File: src/rtl/dsp_sweep_sequencer_if.sv
// dsp_sweep_sequencer_if: control, operand and result bundle between the sweep sequencer and its dsp slice.
interface dsp_sweep_sequencer_if #(
    parameter int A_WIDTH = 30,
    parameter int B_WIDTH = 18,
    parameter int C_WIDTH = 48,
    parameter int D_WIDTH = 25,
    parameter int P_WIDTH = 48
);
    logic               start;
    logic               abort;
    logic [P_WIDTH-1:0] p;
    logic [A_WIDTH-1:0] a;
    logic [B_WIDTH-1:0] b;
    logic [C_WIDTH-1:0] c;
    logic [D_WIDTH-1:0] d;
    logic [6:0]         opmode;
    logic [3:0]         alumode;
    logic [4:0]         inmode;
    logic               dsp_rst;
    logic               busy;
    logic               done;
    logic [P_WIDTH-1:0] signature;
    logic [11:0]        vec_count;

    modport master (
        input  start, abort, p,
        output a, b, c, d, opmode, alumode, inmode, dsp_rst, busy, done, signature, vec_count
    );

    modport slave (
        output start, abort, p,
        input  a, b, c, d, opmode, alumode, inmode, dsp_rst, busy, done, signature, vec_count
    );
endinterface

File: src/rtl/dsp_sweep_sequencer.sv
// dsp_sweep_sequencer: sweeps opmode x alumode with ramping operands, holding each
// combination PIPELINE cycles before folding the slice result into a MISR signature.
module dsp_sweep_sequencer #(
    parameter int A_WIDTH       = 30,
    parameter int B_WIDTH       = 18,
    parameter int C_WIDTH       = 48,
    parameter int D_WIDTH       = 25,
    parameter int P_WIDTH       = 48,
    parameter int PIPELINE      = 3,
    parameter int RST_CYCLES    = 1,
    parameter int OPMODE_FIRST  = 0,
    parameter int OPMODE_LAST   = 127,
    parameter int ALUMODE_FIRST = 0,
    parameter int ALUMODE_LAST  = 15,
    parameter int INMODE        = 4,
    parameter int A_INIT        = 5,
    parameter int B_INIT        = 7,
    parameter int C_INIT        = 12,
    parameter int D_INIT        = 7,
    parameter int STEP          = 1
) (
    input logic                   clk,
    input logic                   rst_n,
    dsp_sweep_sequencer_if.master bus
);
    typedef enum logic [1:0] {IDLE, RESET, RUN, DONE} state_t;

    localparam int HW = PIPELINE > 1 ? $clog2(PIPELINE) : 1;
    localparam int RW = RST_CYCLES > 1 ? $clog2(RST_CYCLES) : 1;

    state_t             state;
    logic [HW-1:0]      hold;
    logic [RW-1:0]      rcnt;
    logic [A_WIDTH-1:0] a;
    logic [B_WIDTH-1:0] b;
    logic [C_WIDTH-1:0] c;
    logic [D_WIDTH-1:0] d;
    logic [6:0]         opmode;
    logic [3:0]         alumode;
    logic [4:0]         inmode;
    logic               dsp_rst;
    logic               busy;
    logic               done;
    logic [P_WIDTH-1:0] signature;
    logic [11:0]        vec_count;
    logic               last_comb;

    assign last_comb = opmode == 7'(OPMODE_LAST) && alumode == 4'(ALUMODE_LAST);

    always_ff @(posedge clk or negedge rst_n) begin
        if (!rst_n) begin
            state     <= IDLE;
            hold      <= '0;
            rcnt      <= '0;
            a         <= A_WIDTH'(A_INIT);
            b         <= B_WIDTH'(B_INIT);
            c         <= C_WIDTH'(C_INIT);
            d         <= D_WIDTH'(D_INIT);
            opmode    <= 7'(OPMODE_FIRST);
            alumode   <= 4'(ALUMODE_FIRST);
            inmode    <= 5'(INMODE);
            dsp_rst   <= 1'b1;
            busy      <= 1'b0;
            done      <= 1'b0;
            signature <= '0;
            vec_count <= '0;
        end else if (bus.abort) begin
            // signature and vec_count stay visible after an abort
            state   <= IDLE;
            hold    <= '0;
            dsp_rst <= 1'b1;
            busy    <= 1'b0;
            done    <= 1'b0;
        end else if (bus.start && (state == IDLE || state == DONE)) begin
            state     <= RESET;
            hold      <= '0;
            rcnt      <= '0;
            a         <= A_WIDTH'(A_INIT);
            b         <= B_WIDTH'(B_INIT);
            c         <= C_WIDTH'(C_INIT);
            d         <= D_WIDTH'(D_INIT);
            opmode    <= 7'(OPMODE_FIRST);
            alumode   <= 4'(ALUMODE_FIRST);
            dsp_rst   <= 1'b1;
            busy      <= 1'b1;
            done      <= 1'b0;
            signature <= '0;
            vec_count <= '0;
        end else if (state == RESET) begin
            if (rcnt == RW'(RST_CYCLES - 1)) begin
                state   <= RUN;
                dsp_rst <= 1'b0;
                hold    <= '0;
            end else begin
                rcnt <= rcnt + 1'b1;
            end
        end else if (state == RUN) begin
            if (hold == HW'(PIPELINE - 1)) begin
                hold      <= '0;
                signature <= {signature[P_WIDTH-2:0], signature[P_WIDTH-1]} ^ bus.p;
                vec_count <= vec_count + 12'd1;
                if (last_comb) begin
                    // final combination: operands stay frozen for inspection
                    state <= DONE;
                    busy  <= 1'b0;
                    done  <= 1'b1;
                end else begin
                    a <= a + A_WIDTH'(STEP);
                    b <= b + B_WIDTH'(STEP);
                    c <= c + C_WIDTH'(STEP);
                    d <= d + D_WIDTH'(STEP);
                    if (alumode != 4'(ALUMODE_LAST)) begin
                        alumode <= alumode + 4'd1;
                    end else begin
                        alumode <= 4'(ALUMODE_FIRST);
                        opmode  <= opmode + 7'd1;
                    end
                end
            end else begin
                hold <= hold + 1'b1;
            end
        end
    end

    assign bus.a         = a;
    assign bus.b         = b;
    assign bus.c         = c;
    assign bus.d         = d;
    assign bus.opmode    = opmode;
    assign bus.alumode   = alumode;
    assign bus.inmode    = inmode;
    assign bus.dsp_rst   = dsp_rst;
    assign bus.busy      = busy;
    assign bus.done      = done;
    assign bus.signature = signature;
    assign bus.vec_count = vec_count;
endmodule
File: src/flat_wrapper.sv
// flat-port wrapper written by rule: the top's interface ports become plain ports
module dsp_sweep_sequencer_flat 
#(
    parameter int A_WIDTH       = 30,
    parameter int B_WIDTH       = 18,
    parameter int C_WIDTH       = 48,
    parameter int D_WIDTH       = 25,
    parameter int P_WIDTH       = 48,
    parameter int PIPELINE      = 3,
    parameter int RST_CYCLES    = 1,
    parameter int OPMODE_FIRST  = 0,
    parameter int OPMODE_LAST   = 127,
    parameter int ALUMODE_FIRST = 0,
    parameter int ALUMODE_LAST  = 15,
    parameter int INMODE        = 4,
    parameter int A_INIT        = 5,
    parameter int B_INIT        = 7,
    parameter int C_INIT        = 12,
    parameter int D_INIT        = 7,
    parameter int STEP          = 1
)
  (clk, rst_n, bus_start, bus_abort, bus_p, bus_a, bus_b, bus_c, bus_d, bus_opmode, bus_alumode, bus_inmode, bus_dsp_rst, bus_busy, bus_done, bus_signature, bus_vec_count);
  dsp_sweep_sequencer_if #(.A_WIDTH(A_WIDTH), .B_WIDTH(B_WIDTH), .C_WIDTH(C_WIDTH), .D_WIDTH(D_WIDTH), .P_WIDTH(P_WIDTH)) bus_i ();
  input logic clk;
  input logic rst_n;
  input wire logic [$bits(bus_i.start)-1:0] bus_start;
  input wire logic [$bits(bus_i.abort)-1:0] bus_abort;
  input wire logic [$bits(bus_i.p)-1:0] bus_p;
  output wire logic [$bits(bus_i.a)-1:0] bus_a;
  output wire logic [$bits(bus_i.b)-1:0] bus_b;
  output wire logic [$bits(bus_i.c)-1:0] bus_c;
  output wire logic [$bits(bus_i.d)-1:0] bus_d;
  output wire logic [$bits(bus_i.opmode)-1:0] bus_opmode;
  output wire logic [$bits(bus_i.alumode)-1:0] bus_alumode;
  output wire logic [$bits(bus_i.inmode)-1:0] bus_inmode;
  output wire logic [$bits(bus_i.dsp_rst)-1:0] bus_dsp_rst;
  output wire logic [$bits(bus_i.busy)-1:0] bus_busy;
  output wire logic [$bits(bus_i.done)-1:0] bus_done;
  output wire logic [$bits(bus_i.signature)-1:0] bus_signature;
  output wire logic [$bits(bus_i.vec_count)-1:0] bus_vec_count;
  assign bus_i.start = bus_start;
  assign bus_i.abort = bus_abort;
  assign bus_i.p = bus_p;
  assign bus_a = bus_i.a;
  assign bus_b = bus_i.b;
  assign bus_c = bus_i.c;
  assign bus_d = bus_i.d;
  assign bus_opmode = bus_i.opmode;
  assign bus_alumode = bus_i.alumode;
  assign bus_inmode = bus_i.inmode;
  assign bus_dsp_rst = bus_i.dsp_rst;
  assign bus_busy = bus_i.busy;
  assign bus_done = bus_i.done;
  assign bus_signature = bus_i.signature;
  assign bus_vec_count = bus_i.vec_count;
  dsp_sweep_sequencer #(.A_WIDTH(A_WIDTH), .B_WIDTH(B_WIDTH), .C_WIDTH(C_WIDTH), .D_WIDTH(D_WIDTH), .P_WIDTH(P_WIDTH), .PIPELINE(PIPELINE), .RST_CYCLES(RST_CYCLES), .OPMODE_FIRST(OPMODE_FIRST), .OPMODE_LAST(OPMODE_LAST), .ALUMODE_FIRST(ALUMODE_FIRST), .ALUMODE_LAST(ALUMODE_LAST), .INMODE(INMODE), .A_INIT(A_INIT), .B_INIT(B_INIT), .C_INIT(C_INIT), .D_INIT(D_INIT), .STEP(STEP)) u_core (.clk(clk), .rst_n(rst_n), .bus(bus_i));
endmodule
File: config.mk
export PLATFORM = sky130hd
export DESIGN_NAME = dsp_sweep_sequencer_flat
export DESIGN_NICKNAME = d
export VERILOG_FILES = /design/src/rtl/dsp_sweep_sequencer_if.sv /design/src/rtl/dsp_sweep_sequencer.sv /design/src/flat_wrapper.sv
export SDC_FILE = /design/constraint.sdc
export NUM_CORES = 1
export LEC_CHECK = 0
export CAP_MARGIN = 20
export CORE_MARGIN = 8
export CORE_UTILIZATION = 51
export CTS_CLUSTER_DIAMETER = 30
export DETAILED_ROUTE_END_ITERATION = 8
export MAX_ROUTING_LAYER = met4
export PLACE_DENSITY = 0.84
export SLEW_MARGIN = 20
export SYNTH_ARGS = -nofsm -noshare
export SYNTH_HDL_FRONTEND = slang
export SYNTH_SLANG_ARGS = --single-unit
File: constraint.sdc
create_clock -name clk -period 2.8 [get_ports clk]
set_input_delay 0.7 -clock clk [delete_from_list [all_inputs] [get_ports clk]]
set_output_delay 0.7 -clock clk [all_outputs]
set_load 0.01 [all_outputs]
# Yosys cells after proc, flatten, opt, wreduce, memory -nomap -nowiden
# Cells that the tools add are included.
# word_totals
register_bits	200
in_bits	52
out_inout_bits	200
word_cells	132
# classes
add_sub_neg	9
eq_ne	13
muxes	72
bitwise_logic	2
n_reduce_logical	22
# op_table
op	n
$mux 48	9
$mux 30	5
$mux 25	5
$mux 18	5
$add 48x1->48 const B	1
$mux 12	4
$xor 48x48->48	1
$mux 7	6
$add 30x1->30 const B	1
$mux 2	13
$add 25x1->25 const B	1
$mux 4	6
$mux 1	19
$add 18x1->18 const B	1
$add 12x1->12 const B	1
$reduce_and 4->1	3
$reduce_bool 3->1	4
$reduce_bool 4->1	3
$ne 4x4->1 const B	2
$add 7x1->7 const B	1
$eq 7x7->1 const B	1
$eq 2x2->1 const B	3
$reduce_and 2->1	3
$reduce_and 6->1	1
other kinds (15)	19

# Logic depth before layout (Yosys ltp)
# Gate-level depths: netlist (run 1).
# depth
depth_word	8
depth_mapped	10
mapped_depth_nobuf	7

# Worst setup path before layout (run 1)
# Ideal clock, no wire load.
# synth_path
kind	input port to flip-flop
startpoint	input bus_abort
endpoint	register u_core.c[46], in the netlist u_core.bus.c[46]
setup_ns	0.139
arrival_ns	2.069
required_ns	2.661
setup_slack_ns	0.592
cell_stages	7
path_buffers	2
cell_sequence	nor2_1 -> a21boi_2 -> o21ai_1 -> buf_2 -> buf_2 -> o311ai_0 -> o31ai_1
# synth_via
elab_chain_len	2
# synth_rtl
element	line	rtl
from (decl)	flat_wrapper.sv:27	input wire logic [$bits(bus_i.abort)-1:0] bus_abort;
$not 1->1 (no source line)	--	
$reduce_and 5->1 (no source line)	--	
to (signal assigned)	dsp_sweep_sequencer.sv:57	c <= C_WIDTH'(C_INIT);
to (signal assigned)	dsp_sweep_sequencer.sv:80	c <= C_WIDTH'(C_INIT);
to (signal assigned)	dsp_sweep_sequencer.sv:110	c <= c + C_WIDTH'(STEP);
to (decl)	dsp_sweep_sequencer.sv:36	logic [C_WIDTH-1:0] c;
# No other way between the ends.
# A chain may end at the register's enable or synchronous reset.

# Final worst setup path (run 1)
# layout_path
startpoint	register u_core.alumode[0], in the netlist u_core.bus.alumode[0]
endpoint	register u_core.c[33], in the netlist u_core.bus.c[33]
# layout_via
elab_chain_len	4
# layout_rtl
element	line	rtl
from (decl)	dsp_sweep_sequencer.sv:39	logic [3:0] alumode;
from (signal assigned)	dsp_sweep_sequencer.sv:60	alumode <= 4'(ALUMODE_FIRST);
from (signal assigned)	dsp_sweep_sequencer.sv:83	alumode <= 4'(ALUMODE_FIRST);
from (signal assigned)	dsp_sweep_sequencer.sv:113	alumode <= alumode + 4'd1;
$eq 4x4->1	dsp_sweep_sequencer.sv:48	assign last_comb = opmode == 7'(OPMODE_LAST) && alumode == 4'(ALUMODE_LAST);
$logic_and 1x1->1	dsp_sweep_sequencer.sv:48	
$ne 2x2->1 (no source line)	--	
$reduce_and 5->1 (no source line)	--	
# No other way between the ends.

==> impl_metrics.ini, run 1 <==
[worst_setup_path]
startpoint_type = flip-flop
end_kind = flip-flop
crit_required_ns = 3.14
path_class = reg2reg
worstPathArrival_ns = 2.83
crit_path_max_fanout = 23

[synthesis]
synthDistinctLibCells = 62
synth_area_per_cell_um2 = 9.17
synth_adder_area_share = 0.0107
ys.flop_type = dfrtp_1
synth-edff-count = 0
synth_seq_cells = 199
async_reset_ff_frac = 1.00
ys_warn_count = 5
synth_seq_area_share = 0.474
synth.most_common_cell = dfrtp_1
synthSimpleGateAreaFrac = 0.219
synth_area_leader_cell = dfrtp_1
synth_xor_area_frac = 0.0457
netlist_area_um2 = 10500
synth_common_cells = dfrtp_1, nand2_1, o21ai_0
synth_compound_area_frac = 0.209
synth_top_family_by_area = simple AND/OR/NAND/NOR gates
yosys-top-cells-area = dfrtp_1, o21ai_0, o31ai_1, nand2_1, xnor2_1
synth_top_area_share = 0.446
postSynthCellCount = 1149
synthMuxAreaShare = 0.00285

[routing]
antenna_left = 0
routed_wl_um = 34400
drt_iter0_drc = 1168
remaining_drc_errors = 0
routed_via_density = 6.31
wl_per_cell_um = 20.6
via_count = 10500
first_pass_iters = 7

[final_layout]
synthToLayoutAreaGrowth_pct = 34.4
fillCellCount = 1556
multiInputGateArea_um2 = 5200
seq_area_um2 = 4990
finish.utilization = 0.700
diodes = 0
layout-drive-gt1-share = 0.0749
fin_nets = 1449

[pwr]
pwr-share-comb = 0.262
internal_power_uw = 5880
seqPwrFrac = 0.432
leakagePower_uw = 0.00564
p_switching_uw = 2530
netSwitchingFraction = 0.301
peakVddDrop_mv = 0.396
power.share.clock = 0.306
powerDensity_nw_per_um2 = 593

[sta]
hold_ws_ns = 0.266
period_share = 0.891
hold_violations = 0
setup_viol = 0
rsz0062_at_grt = false
fin_skew_ns = 0.0170
timing.fmax_mhz = 401
worstMarginPinSlew_ns = 0.827
setup_tns_ns = 0
maxSlewViolCount = 0
max-slew-margin-rel = 0.447
period_minus_slack_ns = 2.49

[global_route]
busiest_layer = met2
gr-usage-met2 = 0.425
grt.overflow.total = 0
globalRouteTotalUtil = 0.272
grt_max_degree = 100
grt_pass1_vias = 10100
antenna_found_initial = 0
grt_pass1_wl_um = 55500
grt_use_met3 = 0.0607
grt_util_met1 = 0.345

[clock_network]
cts_tree = yes
h-tree-depth = 4
clkLatencyLatePin_ns = 0.44
numCtsBuffers = 17
clockBufferDepth = 2
clock_sinks = 199
cts-resized-gates = 0
post-cts-setup-buffers = 0
holdBufCountCts = 0
cts-root-buf = clkbuf_16
path_clk_slew_ns = 0.08

[die]
core_um2 = 20200
row_count = 52
io_pins = 252
die_area_um2 = 25500
start_util = 0.521
die_height_um = 160
die_w_um = 160

[placed_design]
gp_congestion = 0.914
dp_hpwl_um = 24500
port_buffers = 246

[hold_path]
hold_class = in2async

[run_status]
status = finished clean

[flow_run]
max_cap_violations = 0
[path summary, 6_finish.rpt]
kind / startpoint / endpoint / slack, ns / cells past startpoint
min reg2reg: u_core.bus.dsp_rst$_DFFE_PN1P_ / u_core.bus.dsp_rst$_DFFE_PN1P_ / 0.47 / 2
max: u_core.bus.alumode[0]$_DFFE_PN0P_ / u_core.bus.c[33]$_DFFE_PN0P_ / 0.31 / 7
min: rst_n / u_core.bus.c[40]$_DFFE_PN0P_ / 0.27 / 1
max reg2reg: u_core.bus.alumode[0]$_DFFE_PN0P_ / u_core.bus.c[33]$_DFFE_PN0P_ / 0.31 / 7
max in group asynchronous: rst_n / u_core.bus.a[0]$_DFFE_PN1P_ / 1.78 / 2
min in group clk: u_core.bus.dsp_rst$_DFFE_PN1P_ / u_core.bus.dsp_rst$_DFFE_PN1P_ / 0.47 / 2
[state kept, by name (all words and copies together) (netlist names)]
name	flops
u_core.bus.signature	48
u_core.bus.done	1
u_core.bus.a	30
u_core.bus.alumode	4
u_core.hold	2
u_core.bus.c	48
u_core.state	2
u_core.bus.vec_count	12
u_core.bus.d	25
u_core.bus.dsp_rst	1
u_core.bus.b	18
u_core.bus.busy	1
u_core.bus.opmode	7
[per-layer routing]
metal	vias up	part of all wire
li1	4761	-
met1	5166	0.42
met3	71	0.082
met4	0	0.027
met5	-	0
met2	541	0.47
[per-stage QoR]
step / cells / setup WS, ns / cell area [µm²] / total power (µW)
after CTS: 1671 / 0.342 / 14200 / 8460
final: 1671 / 0.306 / 14200 / 8400
after detailed placement: 1639 / 0.145 / 13600 / 5890
after floorplan: 1153 / 0.592 / 10600 / 4640
after global placement: 1639 / 0.171 / 13600 / 5820
after global routing: 1671 / 0.173 / 14200 / 8820
[cells in the final DEF (no fill, tap or decap), drive strengths merged, types with 5 or more instances in the layout]
master         synthesis  routed
o31ai                 68      68
ha                     9       9
and4                   9       9
buf                   27      41
clkdlybuf4s50          0     245
o31a                   7       7
and2                  14      14
clkbuf                44      24
and3                  21      21
nand3                 78      78
nand2                134     134
inv                   28      29
nand4                 45      45
a41oi                  7       7
o21ai                112     112
conb                   1       5
a21oi                 43      43
xnor2                 48      48
o211ai                13      13
xor2                   7       7
nor2                  58      58
or3                   15      15
a211oi                 6       6
nor4                  15      15
nor3                  25      25
dfstp                 11      11
dfrtp                188     188
a21o                  12      12
or4                   13      13
a31oi                 42      42
[kinds of logic (layout without fill, tap and decap cells)]
logic type                 count (synthesis)  after routing
xor gates and xnor gates                  55             55
muxes                                      3              3
and+or+nand+nor                          439            439
DFF                                      199            199
buffers and inverters                     99            347
adders and majority gates                  9              9
other                                      1              5
AOI/OAI and AO/OA                        344            344
[cell type report]
class / instances / area share
clock buffers: 23 / 0.0330
clock inverters: 9 / 0.00998
inverters: 28 / 0.00742
multi-input cells: 855 / 0.367
flip-flops and latches: 199 / 0.352
well taps: 270 / 0.0238
repair buffers: 287 / 0.206
[power by group through the flow]
stage	sequential, µW	combinational [µW]	clock, µW
6_report	3630	2200	2570
3_5_place_dp	3690	2210	0
4_1_cts	3630	2220	2610
2_1_floorplan	3770	863	0
5_1_grt	3690	2390	2740
3_3_place_gp	3660	2160	0
[worst max-delay path, cell delays in order, from the launching register on]
cell and delay (ns):
dfrtp_1 0.43, ha_1 0.25, and4_1 0.25, nand3_1 0.22, o21ai_4 0.72, buf_4 0.31, a22oi_1 0.11, o31ai_1 0.09
(Power assumes the default switching activity.)
==> run 2: changes to the inputs <==
--- a/config.mk
+++ b/config.mk
@@ -5,13 +5,15 @@
 export SDC_FILE = /design/constraint.sdc
 export NUM_CORES = 1
 export LEC_CHECK = 0
-export CAP_MARGIN = 20
+export CAP_MARGIN = 5
 export CORE_MARGIN = 8
-export CORE_UTILIZATION = 51
+export CORE_UTILIZATION = 52
+export CTS_BUF_LIST = sky130_fd_sc_hd__clkbuf_4 sky130_fd_sc_hd__clkbuf_8
 export CTS_CLUSTER_DIAMETER = 30
 export DETAILED_ROUTE_END_ITERATION = 8
 export MAX_ROUTING_LAYER = met4
-export PLACE_DENSITY = 0.84
+export PLACE_DENSITY = 0.85
+export REMOVE_ABC_BUFFERS = 1
 export SLEW_MARGIN = 20
 export SYNTH_ARGS = -nofsm -noshare
 export SYNTH_HDL_FRONTEND = slang
==> run 2 against run 1 <==
Net effect: worst setup slack improved by 0.079 ns; cell count decreased by 0.48%; routed wire length shrank 3.1%; register-to-register slack gained 0.08 ns; flip-flop and latch count unchanged; sequential power about the same; utilization is 0.56 points lower; critical endpoint is now u_core.bus.a[28]$_DFFE_PN0P_; sequential share of layout area up 0.63 points; combinational power about the same; via count is 1.7% lower; critical path depth is the same; clock-buffer cell count fell by 6.
==> impl_metrics.ini, run 2 (same netlist as run 1, synthesis figures left out) <==
[run_status]
status = finished clean

[routing]
antenna_left = 0
remaining_drc_errors = 0
routed_via_density = 6.23
wl_per_cell_um = 20.0
routed_wl_um = 33300
via_count = 10400
first_pass_iters = 5
drt_iter0_drc = 1001

[global_route]
grt_max_degree = 101
grt.overflow.total = 0
grt_pass1_wl_um = 52600
antenna_found_initial = 0
globalRouteTotalUtil = 0.269
grt_pass1_vias = 9907

[worst_setup_path]
end_kind = flip-flop
reg2reg_depth = 7
critical_path.endpoint = u_core.bus.a[28]$_DFFE_PN0P_
r2r_end = u_core.bus.a[28]$_DFFE_PN0P_
crit_path_max_fanout = 14
worstPathArrival_ns = 2.82
setup.worst_path.start = u_core.bus.a[0]$_DFFE_PN1P_
path_class = reg2reg
reg2reg_slack_ns = 0.38
crit_required_ns = 3.20
r2r_start = u_core.bus.a[0]$_DFFE_PN1P_
startpoint_type = flip-flop

[final_layout]
reg_top3 = u_core.bus.c x48, u_core.bus.signature x48, u_core.bus.a x30
fillCellCount = 1501
layout-drive-gt1-share = 0.0725
fin_nets = 1441
final_area_um2 = 13900
synthToLayoutAreaGrowth_pct = 32.0
diodes = 0
layout_common_cells = clkdlybuf4s50_1, dfrtp_1, nand2_1, o21ai_0, nand3_1
final_common_cell = clkdlybuf4s50_1

[die]
io_pins = 252
die_area_um2 = 25100
die_height_um = 158
die_w_um = 158
row_count = 52
start_util = 0.526
core_um2 = 20000

[clock_network]
h-tree-depth = 4
cts-resized-gates = 0
path_clk_slew_ns = 0.11
clock_sinks = 199
holdBufCountCts = 0
cts_tree = yes
clkLatencyLatePin_ns = 0.47
cts-root-buf = clkbuf_8
post-cts-setup-buffers = 0
numCtsBuffers = 17
clockBufferDepth = 2

[sta]
hold_violations = 0
worstMarginPinSlew_ns = 0.623
hold_ws_ns = 0.204
period_share = 0.863
period_minus_slack_ns = 2.42
max-slew-margin-rel = 0.581
worst_slack_ns = 0.385
timing.fmax_mhz = 414
fin_skew_ns = 0.0213
setup_viol = 0
rsz0062_at_grt = false
maxSlewViolCount = 0

[pwr]
powerDensity_nw_per_um2 = 559
leakagePower_uw = 0.00551
p_total_uw = 7780
peakVddDrop_mv = 0.321

[placed_design]
place_area_um2 = 13500
port_buffers = 246
gp_congestion = 0.901
place_ws_ns = 0.0835
dp_hpwl_um = 23700

[hold_path]
hold_class = in2async

[flow_run]
max_cap_violations = 0
## run 2: worst min-delay path by stage
stage | cells past startpoint | from | end
floorplan | 0 | rst_n | u_core.bus.a[10]$_DFFE_PN0P_
global placement | 2 | u_core.bus.dsp_rst$_DFFE_PN1P_ | u_core.bus.dsp_rst$_DFFE_PN1P_
detailed placement | 1 | u_core.bus.done$_DFFE_PN0P_ | u_core.bus.done$_DFFE_PN0P_
CTS | 1 | rst_n | u_core.bus.d[22]$_DFFE_PN0P_
global route | 1 | rst_n | u_core.bus.d[22]$_DFFE_PN0P_
finish | 1 | rst_n | u_core.bus.d[22]$_DFFE_PN0P_
## run 2: cell type report
| type | instances | area (µm²) | area share |
|---|---|---|---|
| Sequential cell | 199 | 4990 | 0.359 |
| Multi-Input combinational cell | 855 | 5200 | 0.373 |
| Tap cell | 270 | 338 | 0.0243 |
| Clock inverter | 15 | 186 | 0.0134 |
| Timing Repair Buffer | 279 | 2860 | 0.206 |
| Inverter | 28 | 105 | 0.00755 |
| Clock buffer | 17 | 234 | 0.0168 |
## run 2: per-layer routing
metal / up-vias / global-route usage / wire (µm)
met5: - / - / 0
met4: 0 / 0.0930 / 748
met3: 65 / 0.0453 / 2900
met2: 546 / 0.427 / 15700
met1: 5012 / 0.346 / 14000
li1: 4734 / - / -
## run 2: critical path: stages, from the launching register on
cell	delay, ns
dfstp_2	0.63
ha_1	0.23
nand3_1	0.19
nor3_1	0.43
buf_12	0.19
nand4_1	0.16
or4_1	0.43
nand3_1	0.09
## run 2: stage by stage
step | cells | utilization | TNS [ns]
final | 1663 | 0.694 | 0
after global routing | 1663 | 0.694 | 0
after CTS | 1663 | 0.694 | 0
after detailed placement | 1631 | 0.674 | 0
after global placement | 1631 | 0.674 | 0
after floorplan | 1082 | - | -560.87
## run 2: power breakdown
part           total, µW  switching [µW]  leakage [µW]  internal, µW
Combinational       2190            1020       0.00263          1160
Sequential          3630             395       0.00268          3230
Clock               1960            1130      0.000199           833
